## src/rtl/hex_sched_pkg.sv

```systemverilog
// Shared types and constants for the hex display scheduler: FSM states,
// the blank segment pattern and the active-low hex glyph table.
package hex_sched_pkg;

  typedef enum logic [1:0] {
    IDLE    = 2'd0,
    SHOW    = 2'd1,
    RELEASE = 2'd2
  } state_t;

  localparam logic [6:0] SEG_OFF = 7'h7F;

  // Index = nibble value; bit6=g ... bit0=a, active low.
  localparam logic [6:0] SEG_GLYPH [16] = '{
    7'h40, 7'h79, 7'h24, 7'h30, 7'h19, 7'h12, 7'h02, 7'h78,
    7'h00, 7'h10, 7'h08, 7'h03, 7'h46, 7'h21, 7'h06, 7'h0E
  };

endpackage

```

## src/rtl/hex7seg_dec.sv

```systemverilog
// Combinational nibble to active-low 7-segment glyph decoder.
module hex7seg_dec
  import hex_sched_pkg::*;
(
  input  logic [3:0] nib_i,
  output logic [6:0] seg_o
);

  assign seg_o = SEG_GLYPH[nib_i];

endmodule

```

## src/rtl/hex_display_sched.sv

```systemverilog
// Round-robin time-slot owner of the four HEX digits with registered decode.
// Optional blinking of the owner's digits is built when HEX_DISPLAY_SCHED_BLINK_EN is defined.
module hex_display_sched
  import hex_sched_pkg::*;
#(
  parameter int NREQ        = 4,
  parameter int TICK_DIV    = 5_000_000,
  parameter int DWELL_TICKS = 8
) (
  input  logic                ck,
  input  logic                rs,
  input  logic [NREQ-1:0]     req,
  input  logic [16*NREQ-1:0]  data,
  input  logic [NREQ-1:0]     blink,
  output logic [NREQ-1:0]     grant,
  output logic                done,
  output logic [6:0]          hex0,
  output logic [6:0]          hex1,
  output logic [6:0]          hex2,
  output logic [6:0]          hex3
);

  localparam int IW = (NREQ > 1) ? $clog2(NREQ) : 1;
  localparam int TW = (TICK_DIV > 1) ? $clog2(TICK_DIV) : 1;
  localparam int DW = $clog2(DWELL_TICKS) + 1;
  localparam logic [TW-1:0] TICK_LAST  = TW'(TICK_DIV - 1);
  localparam logic [DW-1:0] DWELL_LAST = DW'(DWELL_TICKS - 1);

  if (NREQ < 2) begin : g_nreq_check
    $error("hex_display_sched: NREQ must be at least 2");
  end

  // First set request at or above ptr, wrapping around.
  function automatic logic [IW-1:0] rr_pick(input logic [NREQ-1:0] r,
                                            input logic [IW-1:0]   ptr);
    logic [IW-1:0] win;
    logic          found;
    win   = '0;
    found = 1'b0;
    for (int i = 0; i < NREQ; i++) begin
      int idx;
      idx = (int'(ptr) + i) % NREQ;
      if (!found && r[idx]) begin
        win   = IW'(idx);
        found = 1'b1;
      end
    end
    return win;
  endfunction

  state_t          state_q, state_d;
  logic [NREQ-1:0] grant_q, grant_d;
  logic [IW-1:0]   owner_q, owner_d;
  logic [IW-1:0]   ptr_q, ptr_d;
  logic [TW-1:0]   tick_q, tick_d;
  logic [DW-1:0]   dwell_q, dwell_d;
  logic            done_q, done_d;
  logic [3:0][6:0] hex_q, hex_d;

  logic [IW-1:0]   win;
  logic            tick;
  logic            slot_exit;
  logic            blank;
  logic [15:0]     own_data;
  logic [3:0][6:0] seg;

  assign win       = rr_pick(req, ptr_q);
  assign tick      = (tick_q == TICK_LAST);
  assign slot_exit = (state_q == SHOW) &&
                     ((tick && (dwell_q == DWELL_LAST)) || !req[owner_q]);
  assign own_data  = data[{owner_q, 4'b0000} +: 16];

  for (genvar g = 0; g < 4; g++) begin : g_dec
    hex7seg_dec u_dec (
      .nib_i (own_data[4*g +: 4]),
      .seg_o (seg[g])
    );
  end

`ifdef HEX_DISPLAY_SCHED_BLINK_EN
  logic phase_q, phase_d;

  always_comb begin
    phase_d = phase_q;
    if (state_q == IDLE && |req)     phase_d = 1'b0;
    else if (state_q == SHOW && tick) phase_d = ~phase_q;
  end

  always_ff @(posedge ck) begin
    if (rs) phase_q <= 1'b0;
    else    phase_q <= phase_d;
  end

  assign blank = blink[owner_q] & phase_q;
`else
  logic unused_blink;
  assign unused_blink = ^blink;
  assign blank        = 1'b0;
`endif

  always_comb begin
    // NOTE: every next-state signal takes its held value first, so no path leaves one unassigned and infers a latch.
    state_d = state_q;
    grant_d = grant_q;
    owner_d = owner_q;
    ptr_d   = ptr_q;
    tick_d  = tick_q;
    dwell_d = dwell_q;
    done_d  = 1'b0;
    case (state_q)
      IDLE: begin
        if (|req) begin
          grant_d = NREQ'(1) << win;
          owner_d = win;
          ptr_d   = IW'((int'(win) + 1) % NREQ);
          tick_d  = '0;
          dwell_d = '0;
          state_d = SHOW;
        end
      end
      SHOW: begin
        tick_d = tick ? '0 : tick_q + 1'b1;
        if (tick) dwell_d = dwell_q + 1'b1;
        if (slot_exit) begin
          grant_d = '0;
          done_d  = 1'b1;
          state_d = RELEASE;
        end
      end
      RELEASE: state_d = IDLE;
      default: state_d = IDLE;
    endcase
  end

  // The digits go dark on the exit edge together with grant.
  always_comb begin
    hex_d = {4{SEG_OFF}};
    if (state_q == SHOW && !slot_exit && !blank) hex_d = seg;
  end

  // NOTE: sequential state uses non-blocking assignments so every register samples pre-edge values.
  always_ff @(posedge ck) begin
    if (rs) begin
      state_q <= IDLE;
      grant_q <= '0;
      owner_q <= '0;
      ptr_q   <= '0;
      tick_q  <= '0;
      dwell_q <= '0;
      done_q  <= 1'b0;
      hex_q   <= {4{SEG_OFF}};
    end else begin
      state_q <= state_d;
      grant_q <= grant_d;
      owner_q <= owner_d;
      ptr_q   <= ptr_d;
      tick_q  <= tick_d;
      dwell_q <= dwell_d;
      done_q  <= done_d;
      hex_q   <= hex_d;
    end
  end

  assign grant = grant_q;
  assign done  = done_q;
  assign hex0  = hex_q[0];
  assign hex1  = hex_q[1];
  assign hex2  = hex_q[2];
  assign hex3  = hex_q[3];

endmodule

```

## config.mk

```make
export PLATFORM = sky130hd
export DESIGN_NAME = hex_display_sched
export DESIGN_NICKNAME = d
export VERILOG_FILES = /design/src/rtl/hex_sched_pkg.sv /design/src/rtl/hex7seg_dec.sv /design/src/rtl/hex_display_sched.sv
export SDC_FILE = /design/constraint.sdc
export NUM_CORES = 1
export LEC_CHECK = 0
export BUFFER_PORTS_ARGS = -buffer_cell sky130_fd_sc_hd__buf_4
export CORE_UTILIZATION = 32
export DETAILED_ROUTE_END_ITERATION = 16
export PLACE_DENSITY = 0.56
export SETUP_SLACK_MARGIN = 0.3
export SLEW_MARGIN = 30
export SYNTH_ARGS = -nofsm -noshare
export SYNTH_HDL_FRONTEND = slang
export SYNTH_SLANG_ARGS = --single-unit
```

## constraint.sdc

```tcl
create_clock -name ck -period 6.2 [get_ports ck]
set_input_delay 1.86 -clock ck [delete_from_list [all_inputs] [get_ports ck]]
set_output_delay 1.86 -clock ck [all_outputs]
set_load 0.03 [all_outputs]
```

==> Implementation_results.wiki <==
{| class="wikitable"
! Metric !! Value
|-
| Run status || finished clean
|-
| Post-synth EDFFs || 0
|-
| Total of fill cells in the finished design || about 1400
|-
| Delay of the slowest cell on the worst path || between 600 and 700 ps
|-
| Total negative slack || 0 ps
|-
| RePlAce Congestion || 0.793
|-
| Synth-to-Final Area Change || 28.5%
|-
| Number of max-cap violations || 0
|-
| Crit-path slowest cell || sky130_fd_sc_hd__nor4_1
|-
| Total vias in the final route || between 3000 and 4000
|-
| Count of buffers added by post-CTS timing repair for setup || 0
|-
| Effective utilization at floorplan || approximately a third
|-
| Antenna diode instance count || 0
|-
| Capturing element of the worst setup path || tick_q[16]
|-
| Main synth FF type || sky130_fd_sc_hd__dfxtp_1
|-
| Post-Route Skew || 8.87 ps
|-
| Cell count along the critical path || 6
|-
| Final setup slack of the worst path || 2730 ps
|-
| Die height || roughly 120 um
|-
| Clock latency of the later-clocked register in the worst-skew pair || 340 ps
|-
| Post-Route WL || between 10000 and 15000 um
|-
| Total CTS buffers || 9
|-
| Number of cells on the worst reg-to-reg path || 7
|-
| Relative slew margins || a little under two fifths
|-
| Core Box Area || around 0.013 mm^2
|-
| Total global routing overflow || 0
|-
| Setup repair after global routing missed its margin || false
|-
| Worst-path fanout max || 14
|-
| Clock tree from TritonCTS || done
|-
| Maximum buffer depth of the clock tree || 2
|-
| Crit Path Category || input pin to flip-flop
|-
| ANT nets after route || 0
|-
| Starting DRT DRC Count || around 130
|-
| Number of nets in the layout || 677
|-
| Synthesis-stage register bit count || 66
|-
| CTS Hold Buffers Added || 0
|-
| Portion of the clock cycle consumed by the worst path in the final layout || about 56%
|-
| Seq/Total Area, Yosys || 30.4%
|-
| Number of iterations in the first detailed-routing pass || 4
|-
| Synthesized instance count || ~480
|-
| Max Clk Rate || 0.288 GHz
|-
| Root Buffer Master || sky130_fd_sc_hd__clkbuf_16
|-
| Flop2flop setup slack || between 3000 and 4000 ps
|-
| Post-Place Worst Slack || 2110 ps
|-
| Kind of start point of the critical path || input pin
|-
| Post-synthesis average cell area || approximately 9 um^2
|-
| HPWL reported at the end of detailed placement || roughly 8500 um
|-
| Via count of the first global-routing pass || between 4000 and 5000
|-
| Mapped Area || 0.00435 mm^2
|-
| CP top delay family || simple AND/OR/NAND/NOR gates
|-
| Number of H-tree levels || 3
|-
| Maximum resistive drop on vdd || between 0.0001 and 0.00015 V
|-
| Via-per-instance ratio || 5.26
|-
| Time the worst path needs with I/O delays and setup || ~3500 ps
|-
| Leakage || 2.13 nW
|-
| Worst Tran Pin Value || 909 ps
|-
| Critical path origin || req[3]
|-
| Final setup violating endpoints || 0
|-
| Number of unique standard cell types used by synthesis || 60
|-
| Critical path required time || between 6000 and 7000 ps
|-
| Slew Viols, Final || 0
|-
| Reg2Reg Launch Point || owner_q[0]
|-
| Fraction of synthesis flops using an asynchronous set or reset pin || 0%
|-
| Element type at the critical path end || flip-flop
|-
| Worst Path Buf+Inv || 1
|-
| Die extent in x || between 100 and 150 um
|-
| Initial antenna violation count || 0
|-
| Series of cell instances along the critical path || buf_4 > nor4_1 > a21oi_1 > nor2_2 > a21oi_1 > o21ai_0
|-
| Clock slew seen by the registers of the worst setup and hold paths || around 50 ps
|-
| Number of placement rows || 42
|-
| DRC violations left || 0
|-
| Global-route wire length before repair || roughly 19000 um
|-
| Share of layout cells above drive strength 1 || between 30% and 40%
|-
| Quantity of I/O buffers inserted on ports || slightly above 100
|-
| Top Ports || around 110
|-
| Hold/Removal Path Class || flip-flop to flip-flop
|-
| WL per Instance || ~15 um
|-
| Synth warn || 0
|-
| Worst reg2reg path endpoint || hex3[0]
|-
| Global Route Usage Sum || 16.9%
|-
| Total nets after synthesis || roughly 600
|-
| Final hold viol count || 0
|-
| PD cells || 269 mW/mm^2
|-
| Arrival time reported for the critical path endpoint || ~3700 ps
|-
| Largest net degree at the start of global routing || 41
|-
| Area of the die || about 0.014 mm^2
|-
| Clock sink count || 66
|-
| Most frequent cell on the critical path || sky130_fd_sc_hd__a21oi_1
|-
| # resized after CTS || 0
|}
per-stage QoR:
stage          hold WS (ps)  total power [W]  util (%)  cell area [um^2]  std cells
2_1_floorplan           452         0.000796         -              4350        479
3_3_place_gp            471         0.000910      39.6              5240        738
3_5_place_dp            475         0.000922      39.6              5240        738
4_1_cts                 483          0.00152      42.2              5590        754
5_1_grt                 507          0.00159      42.2              5590        754
6_report                479          0.00151      42.2              5590        754
how the worst min path moves through the flow:
stage / startpoint / to / slack (ps) / cells past startpoint
final: grant[0] / grant[0] / 480 / 2
after global routing: grant[0] / grant[0] / 510 / 2
after CTS: grant[3] / grant[3] / 480 / 2
after detailed placement: grant[3] / grant[3] / 470 / 2
after global placement: grant[0] / grant[0] / 470 / 2
after floorplan: tick_q[21] / tick_q[21] / 450 / 1
cells in the final DEF (no fill, tap or decap), drive strengths merged, types with 16 or more instances in the layout:
cell   instances
a21oi         28
nor2          39
mux2i         26
mux2          16
nand3         26
nand2         42
o21ai         28
dfxtp         66
ha            30
buf          106
inv           21
synth_stat cells, drive strengths merged (9+ instances only):
cell type  count  area share, %
mux2          16            4.1
nor2          39            3.4
nor3          15            1.7
mux4          12            6.2
inv           20            1.7
nand3         26            3.1
buf           14            2.2
o21ai         28            3.7
a21oi         28            3.2
ha            30            8.6
mux2i         26            6.1
dfxtp         66             30
o311ai        11            2.4
clkbuf         9           0.78
nand2         42            3.6
sequential cells by signal (all words and copies together), names as in the netlist:
signal / count
hex3: 7
state_q: 2
done: 1
dwell_q: 4
hex1: 7
hex2: 7
grant: 4
tick_q: 23
hex0: 7
owner_q: 2
ptr_q: 2
metal layers:
| metal | GRT usage, % | up-vias | routed length [um] |
|---|---|---|---|
| li1 | - | 1965 | - |
| met1 | 19.4 | 1876 | 4770 |
| met2 | 29.2 | 108 | 5480 |
| met3 | 5.50 | 15 | 713 |
| met4 | 6.17 | 0 | 191 |
| met5 | 0 | - | 0 |
report_power, final:
part           leakage, nW  switching (W)  internal (W)
clock                0.169       0.000188      0.000404
sequential           0.537      0.0000133      0.000448
combinational         1.42       0.000265      0.000188
cells by family after synthesis:
logic type / Yosys count / synth area share (%)
compound gates: 105 / 16.9
simple gates: 169 / 20.6
mux: 54 / 16.4
buf+inv: 43 / 4.69
xor+xnor: 12 / 2.42
fa+ha+maj: 30 / 8.63
flops: 66 / 30.4
area by class of cell:
cell class	instances	area [um^2]	share of cell area (%)
well taps	176	220	3.94
repair buffers	106	796	14.2
flip-flops and latches	66	1320	23.7
inverters	20	75.1	1.34
clock inverters	6	111	1.99
multi-input cells	370	2830	50.6
clock buffers	10	239	4.27
worst reg2reg max path: stages, from the launching register on:
cell                      delay (ps)
sky130_fd_sc_hd__dfxtp_2         310
sky130_fd_sc_hd__buf_4           420
sky130_fd_sc_hd__mux4_2          700
sky130_fd_sc_hd__inv_1           140
sky130_fd_sc_hd__ha_1            260
sky130_fd_sc_hd__nor3_1           70
sky130_fd_sc_hd__or4_1           530
sky130_fd_sc_hd__o21ai_2         110
Note: power is estimated with default switching activity, not from simulation.
